==> src/rtl/score_display_ctrl.sv <==
// rtl/score_display_ctrl.sv - binary score to multi-digit 7-segment controller
//
// Purpose: converts a binary score to DIGITS decimal digits with a sequential
// shift-add-3 converter, saturates values above 10^DIGITS-1, optionally blanks
// leading zeros and can blink the whole display.
//
// Ports:
//   i_Clk       system clock, rising edge
//   i_Rst_L     synchronous active-low reset
//   i_Score     binary score, sampled when i_Load=1
//   i_Load      conversion request (pulse or level)
//   i_Blink_En  1: display blinks, 0: steady
//   o_Busy      1 while a conversion is in progress
//   o_Valid     one-cycle pulse when o_Segments is updated
//   o_Overflow  1 when the displayed value was saturated
//   o_Segments  active-low {g,f,e,d,c,b,a} per digit, digit0 (units) in [6:0]
module score_display_ctrl #(
    parameter int SCORE_W   = 7,
    parameter int DIGITS    = 2,
    parameter int BLANK_LZ  = 1,
    parameter int BLINK_DIV = 12500000
) (
    input  logic                  i_Clk,
    input  logic                  i_Rst_L,
    input  logic [SCORE_W-1:0]    i_Score,
    input  logic                  i_Load,
    input  logic                  i_Blink_En,
    output logic                  o_Busy,
    output logic                  o_Valid,
    output logic                  o_Overflow,
    output logic [7*DIGITS-1:0]   o_Segments
);

    localparam int BCD_W    = 4 * DIGITS;
    localparam int SR_W     = BCD_W + SCORE_W;
    localparam int MAX_SHOW = (10 ** DIGITS) - 1;
    localparam int CYC_W    = $clog2(SCORE_W + 1);
    localparam int CNT_W    = (BLINK_DIV > 1) ? $clog2(BLINK_DIV) : 1;

    // MAX_SHOW widened so the comparison works for any SCORE_W
    localparam logic [SCORE_W+31:0] MAX_W = (SCORE_W + 32)'(MAX_SHOW);

    typedef enum logic [1:0] {
        S_IDLE,
        S_CONVERT,
        S_UPDATE
    } state_t;

    state_t                r_state;
    logic [SR_W-1:0]       r_sr;
    logic [CYC_W-1:0]      r_cnt;
    logic                  r_cur_ovf;
    logic                  r_pend;
    logic [SCORE_W-1:0]    r_pend_val;
    logic                  r_pend_ovf;
    logic [7*DIGITS-1:0]   r_seg;
    logic                  r_ovf;
    logic                  r_valid;
    logic                  r_busy;
    logic [CNT_W-1:0]      r_blink_cnt;
    logic                  r_phase_on;

    logic                  w_cap_ovf;
    logic [SCORE_W-1:0]    w_cap_val;
    logic [SR_W-1:0]       w_add3;
    logic [SR_W-1:0]       w_sr_next;
    logic [7*DIGITS-1:0]   w_new_seg;
    logic [7*DIGITS-1:0]   w_rst_seg;
    logic [3:0]            w_digit;
    logic                  w_lead;

    function automatic logic [6:0] f_seg(input logic [3:0] d);
        case (d)
            4'd0:    f_seg = 7'b1000000;
            4'd1:    f_seg = 7'b1111001;
            4'd2:    f_seg = 7'b0100100;
            4'd3:    f_seg = 7'b0110000;
            4'd4:    f_seg = 7'b0011001;
            4'd5:    f_seg = 7'b0010010;
            4'd6:    f_seg = 7'b0000010;
            4'd7:    f_seg = 7'b1111000;
            4'd8:    f_seg = 7'b0000000;
            4'd9:    f_seg = 7'b0010000;
            default: f_seg = 7'b1111111;
        endcase
    endfunction

    // Saturate at capture time so the converter never sees a value that
    // would not fit in DIGITS decimal digits.
    always_comb begin
        w_cap_ovf = ({32'd0, i_Score} > MAX_W);
        w_cap_val = w_cap_ovf ? MAX_W[SCORE_W-1:0] : i_Score;
    end

    // One double-dabble step: correct every BCD nibble, then shift left.
    always_comb begin
        w_add3 = r_sr;
        for (int i = 0; i < DIGITS; i++) begin
            if (w_add3[SCORE_W+4*i +: 4] >= 4'd5) begin
                w_add3[SCORE_W+4*i +: 4] = w_add3[SCORE_W+4*i +: 4] + 4'd3;
            end
        end
        w_sr_next = {w_add3[SR_W-2:0], 1'b0};
    end

    // Decode the finished BCD field; blanking stops at the first
    // non-zero digit from the top, and digit0 is always shown.
    always_comb begin
        w_new_seg = '1;
        w_lead    = 1'b1;
        w_digit   = 4'd0;
        for (int i = DIGITS - 1; i >= 0; i--) begin
            w_digit = r_sr[SCORE_W+4*i +: 4];
            if ((BLANK_LZ != 0) && w_lead && (w_digit == 4'd0) && (i != 0)) begin
                w_new_seg[7*i +: 7] = 7'b1111111;
            end else begin
                w_new_seg[7*i +: 7] = f_seg(w_digit);
                w_lead = 1'b0;
            end
        end
    end

    // Display image of value 0, used at reset.
    always_comb begin
        w_rst_seg = '1;
        for (int i = 0; i < DIGITS; i++) begin
            if ((i == 0) || (BLANK_LZ == 0)) begin
                w_rst_seg[7*i +: 7] = 7'b1000000;
            end else begin
                w_rst_seg[7*i +: 7] = 7'b1111111;
            end
        end
    end

    // o_Busy/o_Valid are registered from the state, so they trail it by one
    // edge; this lines the valid pulse up with the updated segments.
    always_ff @(posedge i_Clk) begin
        if (!i_Rst_L) begin
            r_state    <= S_IDLE;
            r_sr       <= '0;
            r_cnt      <= '0;
            r_cur_ovf  <= 1'b0;
            r_pend     <= 1'b0;
            r_pend_val <= '0;
            r_pend_ovf <= 1'b0;
            r_seg      <= w_rst_seg;
            r_ovf      <= 1'b0;
            r_valid    <= 1'b0;
            r_busy     <= 1'b0;
        end else begin
            r_valid <= 1'b0;
            r_busy  <= (r_state != S_IDLE);
            case (r_state)
                S_IDLE: begin
                    if (i_Load) begin
                        r_sr      <= {{BCD_W{1'b0}}, w_cap_val};
                        r_cur_ovf <= w_cap_ovf;
                        r_cnt     <= '0;
                        r_state   <= S_CONVERT;
                    end
                end
                S_CONVERT: begin
                    r_sr <= w_sr_next;
                    if (r_cnt == CYC_W'(SCORE_W - 1)) begin
                        r_state <= S_UPDATE;
                    end else begin
                        r_cnt <= r_cnt + 1'b1;
                    end
                    if (i_Load) begin
                        r_pend     <= 1'b1;
                        r_pend_val <= w_cap_val;
                        r_pend_ovf <= w_cap_ovf;
                    end
                end
                S_UPDATE: begin
                    r_seg   <= w_new_seg;
                    r_ovf   <= r_cur_ovf;
                    r_valid <= 1'b1;
                    r_pend  <= 1'b0;
                    r_cnt   <= '0;
                    // A load arriving on this very edge is newer than the
                    // pending value, so it takes precedence.
                    if (i_Load) begin
                        r_sr      <= {{BCD_W{1'b0}}, w_cap_val};
                        r_cur_ovf <= w_cap_ovf;
                        r_state   <= S_CONVERT;
                    end else if (r_pend) begin
                        r_sr      <= {{BCD_W{1'b0}}, r_pend_val};
                        r_cur_ovf <= r_pend_ovf;
                        r_state   <= S_CONVERT;
                    end else begin
                        r_state   <= S_IDLE;
                    end
                end
                default: r_state <= S_IDLE;
            endcase
        end
    end

    always_ff @(posedge i_Clk) begin
        if (!i_Rst_L) begin
            r_blink_cnt <= '0;
            r_phase_on  <= 1'b1;
        end else if (!i_Blink_En) begin
            r_blink_cnt <= '0;
            r_phase_on  <= 1'b1;
        end else if (r_blink_cnt == CNT_W'(BLINK_DIV - 1)) begin
            r_blink_cnt <= '0;
            r_phase_on  <= ~r_phase_on;
        end else begin
            r_blink_cnt <= r_blink_cnt + 1'b1;
        end
    end

    // Blink gates only the pins; the held segment image is untouched.
    assign o_Segments = r_phase_on ? r_seg : '1;
    assign o_Busy     = r_busy;
    assign o_Valid    = r_valid;
    assign o_Overflow = r_ovf;

endmodule
==> config.mk <==
export PLATFORM = sky130hd
export DESIGN_NAME = score_display_ctrl
export DESIGN_NICKNAME = d
export VERILOG_FILES = /design/src/rtl/score_display_ctrl.sv
export SDC_FILE = /design/constraint.sdc
export NUM_CORES = 1
export LEC_CHECK = 0
export ABC_CLOCK_PERIOD_IN_PS = 3000
export BUFFER_PORTS_ARGS = -buffer_cell sky130_fd_sc_hd__buf_2
export CORE_ASPECT_RATIO = 1.2
export CORE_MARGIN = 1
export CORE_UTILIZATION = 45
export CTS_CLUSTER_SIZE = 12
export DETAILED_ROUTE_END_ITERATION = 8
export PLACE_DENSITY = 0.6
export SYNTH_ARGS = -nofsm -noshare
export SYNTH_HDL_FRONTEND = slang
export SYNTH_SLANG_ARGS = --single-unit
==> constraint.sdc <==
create_clock -name i_Clk -period 3 [get_ports i_Clk]
set_clock_uncertainty 0.15 [all_clocks]
set_input_delay 0.6 -clock i_Clk [delete_from_list [all_inputs] [get_ports i_Clk]]
set_output_delay 0.6 -clock i_Clk [all_outputs]
set_load 0.01 [all_outputs]
* Yosys cells after proc, flatten, opt, wreduce, memory -nomap -nowiden
Memories as Yosys holds them, arrays and structs flattened. A register that Yosys moved wholly into a read port is not among the register bits.
Cells that the tools add are included.
** Operators by class
- Add/subtract/negate cells :: 4
- $mul :: 0
- Divide/modulo/power cells :: 0
- $lt $le $gt $ge :: 3
- Equality and inequality tests :: 9
- Shift-type cells :: 0
- Multiplexer cells :: 26
- Bitwise logic cells :: 3
- Reduce and logical (&&, ||, !) cells :: 15
** Operators by type and width (count)
- $mux W15 :: 3
- $pmux W15 S3 :: 1
- $add A24 B1 Y24 const B :: 1
- $eq A24 B24 Y1 const B :: 1
- $mux W14 :: 1
- $mux W7 :: 2
- $mux W4 :: 3
- $mux W3 :: 3
- $pmux W3 S3 :: 1
- $reduce_and A3 Y1 :: 3
- $ge A4 B3 Y1 const B :: 2
- $ne A2 B2 Y1 const B :: 4
- $reduce_and A2 Y1 :: 4
- $gt A7 B7 Y1 const B :: 1
- $mux W1 :: 7
- $pmux W2 S3 :: 1
- $reduce_bool A2 Y1 :: 3
- $add A4 B2 Y4 const B :: 1
- $logic_not A4 Y1 :: 1
- $mux W2 :: 2
- $pmux W1 S2 :: 2
- $add A3 B1 Y3 const B :: 1
- $add A3 B2 Y3 const B :: 1
- $eq A3 B3 Y1 const B :: 1
- 8 further kinds :: 10
** Word-level totals
- Register bits after elaboration :: 72
- Bits in latches :: 0
- RAM bits :: 0
- Memory bits (read-only) :: 224
- Input port bits :: 11
- Output and inout port bits :: 17
- Word-level logic and storage cells :: 75
- Memories :: 2
** Memory list
- (name not given) :: words 16, bits a word 7, read ports 1, clocked after Yosys merged registers in 1, wr ports 0, RTL line 73 : case (d)
- (name not given) :: words 16, bits a word 7, read ports 1, clocked after Yosys merged registers in 1, wr ports 0, RTL line 73

* Logic depth before layout (Yosys ltp)
Gate-level depths: netlist of run 1.
- Word-level depth :: 6
- Gate-level depth with buffers :: 13
- Depth with buffers taken out :: 11

* Least setup slack after synthesis of run 1
Ideal clock, no wire load.
- Path type :: register to register
- Start point :: reg r_state[0]
- End point :: reg with a tool-made name
- Library setup time :: 0.115 ns
- Arrival time :: 2.436 ns
- Data required time :: 2.735 ns
- Path slack :: 0.299 ns
- Cell stages (with the launch flop) :: 14
- Buffers on the path :: 2
- Period minus slack after synthesis :: 2.701 ns
- Cell sequence :: dfxtp_1 inv_1 ha_1 nor2b_1 buf_6 or3_1 buf_2 a32o_2 and2_1 inv_1 ha_1 a21boi_0 a31oi_1 o21a_1
** RTL lines
- from (decl) :: RTL line 49 : state_t r_state;
- from (signal assigned) :: RTL line 139 : r_state <= S_IDLE;
- from (signal assigned) :: RTL line 159 : r_state <= S_CONVERT;
- from (signal assigned) :: RTL line 165 : r_state <= S_UPDATE;

==> results.toml, run 1 <==
[synth]
synth.top_cells.by_count = "dfxtp_1 (79), nor2_1 (68), nand2_1 (47), a21oi_1 (27), clkbuf_1 (21)"
synth_cell_types = 55
synth.largest_area_cell = "dfxtp_1"
yosysTopAreaCellShare_pct = 38.8
avgSynthCellArea_sq_um = 8.23
ys_seq_area_share_pct = 38.8
synth_area_leaders = "dfxtp_1 (39%), nor2_1 (6.3%), ha_1 (6.1%), nand2_1 (4.3%), xnor2_1 (3.4%)"
synth-edff-count = 0
synth_cells = 495
yosys.cell_count.top_type = "dfxtp_1"
synth_warnings = 0
synth_flop_cell = "dfxtp_1"
syn_area_sq_mm = 0.00407
syn_nets = 526
async_flop_share_pct = 0
ys_ff_latch = 79

[critical_path]
rrSetupSlack_ns = 0.24
reg2reg_from = "r_state[0]"
crit_slowest_cell = "dfxtp_1"
endpoint_kind = "flop"
reg2reg_depth = 11
start_kind = "flop"
cp.arrival_ns = 2.86
crit_fanout = 5
critical_path_buf_inv_count = 2
crit_required_ns = 3.10
crit_family = "simple AND/OR/NAND/NOR gates"
critPathKind = "reg -> reg"
max_stage_delay_ns = 0.39
cp_cell_sequence = "inv_1, ha_1, nor2b_1, or3_1, a32o_2, and2_1, inv_1, ha_1, a21boi_0, a31oi_1, o21a_1"

[routing]
wl_per_cell_um = 13.4
antenna_left = 0
totalWireLength_mm = 8.56
num_vias = 3433
drcViolationCount = 0
first_iter_violations = 128
viasPerCell = 5.38
drt_pass1_iterations = 4

[cts]
clk_path_buf_depth = 2
cts_tree = "yes"
htree_levels = 3
ctsResizeCount = 0
cts_setup_buffers = 0
hold_buffers = 0
clk_pin_slew_ns = 0.08
cts_buffers = 9
cts_num_sinks = 79
cts-root-buf = "clkbuf_8"
clock_latency_ns = 0.35

[placed_design]
gp_congestion = 0.806
portBuffers = 27
preCtsSetupSlack_ns = 0.236
dp.cells = 622
hpwl_mm = 6.02

[die]
ios = 28
dieArea_sq_mm = 0.00944
die_y_um = 106
die_width_um = 88.8
initial_utilization_pct = 47.0
coreArea_sq_mm = 0.00866
rows = 37

[cells_and_area]
area_growth_pct = 10.6
drive_gt1_share_pct = 12.1
fin_cells = 638
finalNetCount = 547
antenna_cells = 0
final_core_util_pct = 52.0

[sta]
finalSetupViolations = 0
hold_ws_ns = 0.292
period_share_pct = 92.1
rsz0062_at_grt = "false"
slew_headroom_pct = 64.4
tns_ns = 0
finalHoldViolations = 0
period_minus_slack_ns = 2.76
slew_violations = 0
worstMarginPinSlew_ns = 0.533
setup_slack_ns = 0.237
fmax_ghz = 0.362

[global_route]
grt_use_total_pct = 19.6
grt_pass1_wl_mm = 14.4
antenna_found_initial = 0
grt_pass1_vias = 3111
gr-total-overflow = 0
grt_max_degree = 39

[pwr]
ir_worst_vdd_mv = 0.349
p_per_area_mw_per_mm2 = 586
p_leak_nw = 1.72

[flow_run]
maxCapViolCount = 0

[min_path]
hold_path_depth = 2
whs_endpoint = "r_phase_on"
hold_class = "in -> reg"
min_from = "i_Blink_En"

[run_status]
outcome = "completed"
==> per-layer routing <==
layer,share of wire [%],global-route usage [%],vias to the layer above,wire length (um)
li1,-,-,1767,-
met1,48,24.9,1599,4130
met2,47,31.5,54,3990
met3,3.4,3.65,13,289
met4,1.8,9.33,0,151
met5,0,0,-,0
==> logic make-up (layout without fill, tap and decap cells) <==
logic type / Yosys count / in the layout / share of synthesized area [%]
adder cells (fa/ha/maj): 20 / 20 / 6.14
AND/OR/NAND/NOR: 218 / 218 / 26.9
AO/OA/AOI/OAI: 99 / 99 / 16.3
XOR/XNOR: 26 / 26 / 5.59
buffers and inverters: 47 / 73 / 4.67
flip-flops: 79 / 79 / 38.8
multiplexers: 6 / 6 / 1.51
==> flip-flops by register name (all words and copies together) (netlist names), named ones only <==
register,count
r_pend,1
o_Overflow,1
r_cur_ovf,1
o_Valid,1
r_pend_val,7
r_sr,15
r_pend_ovf,1
r_blink_cnt,24
r_phase_on,1
r_state,2
r_seg,14
o_Busy,1
r_cnt,3
==> where the power goes <==
group | leakage (nW) | switching [mW] | total (mW) | internal (mW)
combinational | 0.985 | 0.405 | 0.656 | 0.250
sequential | 0.640 | 0.0565 | 1.20 | 1.14
clock | 0.0936 | 0.378 | 0.785 | 0.407
==> cell usage in the layout, fill, tap and decap left out, types with 11 or more instances in the layout <==
cell type	netlist	routed
a21oi_1	27	27
buf_2	2	27
dfxtp_1	79	79
ha_1	20	20
inv_1	20	20
nand2_1	47	47
nand2b_1	20	20
nand3_1	20	20
nand4_1	11	11
nor2_1	68	68
nor3_1	18	18
o21ai_0	20	20
xnor2_1	16	16
==> worst register-to-register path, delay by kind of cell (launching register included) <==
family                   cells  cell delay (ns)
AO/OA/AOI/OAI                4             0.71
adder cells (fa/ha/maj)      2             0.44
buffers and inverters        2             0.20
flip-flops                   1             0.39
AND/OR/NAND/NOR              3             0.77
==> metrics by stage <==
stage	instance area, sq um	power [mW]
floorplan	4070	1.73
global placement	4310	1.87
detailed placement	4310	1.89
CTS	4510	2.67
global route	4510	2.82
finish	4510	2.64
==> how the worst max path moves through the flow <==
stage,startpoint,endpoint,slack [ns],cells past startpoint
2_1_floorplan,r_state[0],flop,0.30,13
3_3_place_gp,i_Load,flop,0.32,10
3_5_place_dp,r_state[0],flop,0.24,11
4_1_cts,r_state[0],flop,0.22,11
5_1_grt,r_state[1],flop,0.03,11
6_report,r_state[0],flop,0.24,11
==> area by class of cell <==
type / count / area [sq um]
multi-input cells: 369 / 2300
clock buffers: 13 / 149
inverters: 20 / 75.1
flip-flops and latches: 79 / 1580
repair buffers: 37 / 210
clock inverters: 3 / 42.5
fillers: 864 / 4150
well taps: 117 / 146
Power figures use the tool's default switching activity.
==> run 2: changes to the inputs <==
--- a/config.mk
+++ b/config.mk
@@ -7,12 +7,15 @@
 export LEC_CHECK = 0
 export ABC_CLOCK_PERIOD_IN_PS = 3000
 export BUFFER_PORTS_ARGS = -buffer_cell sky130_fd_sc_hd__buf_2
+export CELL_PAD_IN_SITES_DETAIL_PLACEMENT = 1
+export CELL_PAD_IN_SITES_GLOBAL_PLACEMENT = 1
 export CORE_ASPECT_RATIO = 1.2
 export CORE_MARGIN = 1
 export CORE_UTILIZATION = 45
 export CTS_CLUSTER_SIZE = 12
 export DETAILED_ROUTE_END_ITERATION = 8
-export PLACE_DENSITY = 0.6
+export PLACE_DENSITY = 0.77
+export SKIP_LAST_GASP = 1
 export SYNTH_ARGS = -nofsm -noshare
 export SYNTH_HDL_FRONTEND = slang
 export SYNTH_SLANG_ARGS = --single-unit
==> results.toml, run 2 (synthesized netlist as in run 1, its figures left out) <==
[run_status]
outcome = "completed"

[die]
dieArea_sq_mm = 0.00944
coreArea_sq_mm = 0.00866
initial_utilization_pct = 47.0
die_width_um = 88.8
rows = 37
die_y_um = 106
ios = 28

[cells_and_area]
largest_reg_flops = 24
finalNetCount = 549
max_flop_register = "r_blink_cnt"
fin_cells = 640
antenna_cells = 0
mostFrequentLayoutCell = "dfxtp_1"
fill_cells = 1088
postLayoutCellArea_sq_mm = 0.00457
layout_common_cells = "dfxtp_1 (79), nor2_1 (68), nand2_1 (47)"
drive_gt1_share_pct = 13.4
top_regs = "r_blink_cnt x24, r_sr x15, r_seg x14"
area_growth_pct = 12.1
final_core_util_pct = 52.8

[sta]
period_minus_slack_ns = 2.80
period_share_pct = 93.4
fmax_ghz = 0.357
finalHoldViolations = 0
worstMarginPinSlew_ns = 0.542
slew_violations = 0
finalSetupViolations = 0
slew_headroom_pct = 63.8
hold_ws_ns = 0.297

[cts]
htree_levels = 3
cts_buffers = 9
hold_buffers = 0
ctsResizeCount = 0
cts-root-buf = "clkbuf_8"
cts_setup_buffers = 0
clk_path_buf_depth = 2
cts_tree = "yes"
clock_latency_ns = 0.36
clk_pin_slew_ns = 0.09
cts_num_sinks = 79

[routing]
viasPerCell = 5.57
first_iter_violations = 88
antenna_left = 0
drcViolationCount = 0
totalWireLength_mm = 9.93
wl_per_cell_um = 15.5
drt_pass1_iterations = 4
num_vias = 3565

[pwr]
comb_power_share_pct = 24.7
p_total_mw = 2.81
clkPwrFrac_pct = 32.7
p_sw_mw = 0.893
p_leak_nw = 1.76
p_per_area_mw_per_mm2 = 616
ir_worst_vdd_mv = 0.362
pwr-share-seq_pct = 42.7
cell_internal_pwr_mw = 1.92
swShare_pct = 31.8

[critical_path]
crit_fanout = 7
endpoint_kind = "flop"
start_kind = "flop"
crit_required_ns = 3.11
cp.arrival_ns = 2.91
critPathKind = "reg -> reg"

[global_route]
use_met1_pct = 25.2
met3_usage_pct = 4.35
grtUsageMet2_pct = 40.8
antenna_found_initial = 0
grt_pass1_wl_mm = 16.5
grt_max_degree = 39
grt_use_total_pct = 22.4
grt_pass1_vias = 3585
top_usage_layer = "met2"
gr-total-overflow = 0

[placed_design]
hpwl_mm = 7.17
portBuffers = 27
dp.cells = 624
gp_congestion = 0.805
dpl_cell_area_sq_mm = 0.00433

[min_path]
hold_class = "in -> reg"

[flow_run]
maxCapViolCount = 0
run 2: path summary, 6_finish.rpt:
check	cells after the start	start	endpoint	slack, ns
hold reg to reg	2	r_pend_val[2]	r_pend_val[2]	0.31
setup / recovery	11	r_state[0]	flop	0.20
hold / removal	2	i_Blink_En	r_phase_on	0.30
setup reg to reg	11	r_state[0]	flop	0.20
run 2: area by class of cell:
type / instances / area (sq um) / area share [%]
multi-input combinational: 369 / 2310 / 50.5
sequential: 79 / 1580 / 34.6
timing repair buffer: 39 / 225 / 4.93
clock buffer: 11 / 151 / 3.32
tap: 117 / 146 / 3.21
clock inverter: 5 / 78.8 / 1.73
inverter: 20 / 75.1 / 1.64
run 2: power by group through the flow:
stage | registers [mW] | clock network, mW | logic (mW)
global placement | 1.22 | 0 | 0.663
detailed placement | 1.23 | 0 | 0.683
global route | 1.21 | 0.986 | 0.777
finish | 1.20 | 0.919 | 0.693
floorplan | 1.22 | 0 | 0.514
CTS | 1.20 | 0.944 | 0.690
run 2: routing by layer:
metal  wire (um)  part of all wire (%)
met4         160                   1.6
met2        5280                    53
met3         259                   2.6
met5           0                     0
met1        4230                    43
run 2: stage by stage:
step	worst slack (ns)	setup TNS (ns)
floorplan	0.299	0
global placement	0.246	0
detailed placement	0.0765	0
CTS	0.0530	0
global route	-0.00154	-0.00154
finish	0.197	0
run 2: critical path: stages, from the launching register on:
cell,delay [ns]
dfxtp_1,0.39
inv_1,0.10
ha_1,0.27
nor2b_2,0.21
or3_4,0.38
a32o_2,0.28
and2_1,0.21
inv_1,0.11
ha_1,0.19
a21boi_1,0.18
a31oi_1,0.06
o21a_1,0.18
==> run 3: changes to the inputs <==
--- a/config.mk
+++ b/config.mk
@@ -5,16 +5,16 @@
 export SDC_FILE = /design/constraint.sdc
 export NUM_CORES = 1
 export LEC_CHECK = 0
-export ABC_CLOCK_PERIOD_IN_PS = 3000
+export ABC_CLOCK_PERIOD_IN_PS = 2300
 export BUFFER_PORTS_ARGS = -buffer_cell sky130_fd_sc_hd__buf_2
 export CELL_PAD_IN_SITES_DETAIL_PLACEMENT = 1
 export CELL_PAD_IN_SITES_GLOBAL_PLACEMENT = 1
 export CORE_ASPECT_RATIO = 1.2
 export CORE_MARGIN = 1
-export CORE_UTILIZATION = 45
+export CORE_UTILIZATION = 41
 export CTS_CLUSTER_SIZE = 12
 export DETAILED_ROUTE_END_ITERATION = 8
-export PLACE_DENSITY = 0.77
+export PLACE_DENSITY = 0.73
 export SKIP_LAST_GASP = 1
 export SYNTH_ARGS = -nofsm -noshare
 export SYNTH_HDL_FRONTEND = slang
==> constraint.sdc (replaced) <==
create_clock -name i_Clk -period 2.3 [get_ports i_Clk]
set_clock_uncertainty 0.15 [all_clocks]
set_input_delay 0.46 -clock i_Clk [delete_from_list [all_inputs] [get_ports i_Clk]]
set_output_delay 0.46 -clock i_Clk [all_outputs]
set_load 0.01 [all_outputs]
==> results.toml, run 3 (synthesized netlist as in run 1, its figures left out) <==
[cts]
cts_tree = "yes"
clock_latency_ns = 0.34
htree_levels = 3
cts_num_sinks = 79
clk_pin_slew_ns = 0.06
cts_buffers = 9
cts-root-buf = "clkbuf_16"
hold_buffers = 0
clk_path_buf_depth = 2

[die]
dieArea_sq_mm = 0.0103
die_y_um = 111
die_width_um = 93.0
ios = 28
coreArea_sq_mm = 0.00956
rows = 39
initial_utilization_pct = 42.6

[critical_path]
crit_required_ns = 2.44
start_kind = "flop"
cp.depth = 11
crit_family = "compound AO/OA/AOI/OAI gates"
max_stage_delay_ns = 0.38
reg2reg_from = "r_sr[11]"
endpoint_kind = "flop"
reg2reg_depth = 11
cp_cell_sequence = "inv_1, ha_4, or3b_4, nand3b_1, a32o_2, and2_4, inv_4, ha_4, a21boi_2, a31oi_1, o21a_1"
critical_path_buf_inv_count = 2
crit_top_cell = "ha_4"
critPathLaunch = "r_sr[11]"
crit_fanout = 4
cp.arrival_ns = 2.56
critPathKind = "reg -> reg"
crit_slowest_cell = "or3b_4"

[cells_and_area]
drive_gt1_share_pct = 25.0
largest_reg_flops = 24
max_flop_register = "r_blink_cnt"
fin_cells = 687
multi_input_area_sq_mm = 0.00247
layout_common_cells = "dfxtp_1 (76), nor2_1 (66), buf_4 (51)"
final_core_util_pct = 53.7
postLayoutCellArea_sq_mm = 0.00514
top_regs = "r_blink_cnt x24, r_sr x15, r_seg x14"
ff_latch_area_sq_mm = 0.00159
finalNetCount = 590
fill_cells = 1164
antenna_cells = 0
mostFrequentLayoutCell = "dfxtp_1"
area_growth_pct = 26.1

[pwr]
p_leak_nw = 2.00
p_total_mw = 4.05
ir_worst_vdd_mv = 0.390
p_per_area_mw_per_mm2 = 788

[sta]
finalHoldViolations = 0
fmax_ghz = 0.413
slew_headroom_pct = 66.6
finalSetupViolations = 7
period_minus_slack_ns = 2.42
slew_violations = 0
period_share_pct = 105
hold_ws_ns = 0.180
setup_slack_ns = -0.121
tns_ns = -0.586
rsz0062_at_grt = "true"
worstMarginPinSlew_ns = 0.501

[run_status]
violations = "setup timing"
outcome = "complete, but fails checks"

[placed_design]
dp.cells = 660
hpwl_mm = 7.28
gp_congestion = 0.819
dpl_cell_area_sq_mm = 0.00462
portBuffers = 27
preCtsSetupSlack_ns = -0.171

[routing]
viasPerCell = 5.36
num_vias = 3683
drt_pass1_iterations = 5
wl_per_cell_um = 15.9
totalWireLength_mm = 10.9
antenna_left = 0
drcViolationCount = 0
first_iter_violations = 125

[min_path]
hold_class = "in -> reg"
min_from = "i_Blink_En"
hold_path_depth = 2

[global_route]
grt_max_degree = 29
grt_pass1_wl_mm = 17.8
gr-total-overflow = 0
grt_pass1_vias = 3757
grt_use_total_pct = 21.5
antenna_found_initial = 0

[flow_run]
maxCapViolCount = 0
==> run 3: cell count changes in the layout (fill, tap and decap cells not counted), moves of 3 or more <==
cell,delta
a221oi_1,-3
a221oi_2,+3
buf_4,+39
clkbuf_16,+9
clkbuf_8,-10
dfxtp_1,-3
ha_1,-7
ha_4,+6
inv_1,-6
inv_2,+3
inv_4,+3
==> run 3: worst paths after layout <==
| check | end | slack [ns] |
|---|---|---|
| worst max-delay path | flop | -0.12 |
| worst min-delay path | r_phase_on | 0.18 |
| worst max register to register | flop | -0.12 |
| worst min register to register | r_seg[8] | 0.31 |
==> run 3: power breakdown <==
group | total, mW | internal, mW | switching [mW] | leakage [nW]
Clock | 1.32 | 0.758 | 0.566 | 0.132
Sequential | 1.58 | 1.50 | 0.0815 | 0.642
Combinational | 1.14 | 0.510 | 0.632 | 1.22
Total | 4.05 | 2.77 | 1.28 | 2.00
==> run 3: layout make-up <==
class / count / share of cell area [%]
Clock buffer: 11 / 4.73
Clock inverter: 5 / 0.658
Inverter: 20 / 1.61
Multi-Input combinational cell: 369 / 48.2
Sequential cell: 79 / 31.0
Tap cell: 123 / 3.00
Timing Repair Buffer: 80 / 10.9
==> run 3: timing repair <==
item | 4_1_cts | 5_1_grt
pin swaps | 4 | 7
setup buffers | 5 | 7
gates cloned | 0 | 0
gates resized for setup | 17 | 18
endpoints found under the setup margin | 6 | 6
==> run 3: layer usage <==
layer  vias to the layer above  part of all wire (%)  GRT usage [%]
met5                         -                     0              0
met4                         0                   1.1           6.97
met3                        11                   2.7           4.66
met2                        52                    51           37.6
met1                      1760                    45           25.7
li1                       1860                     -              -
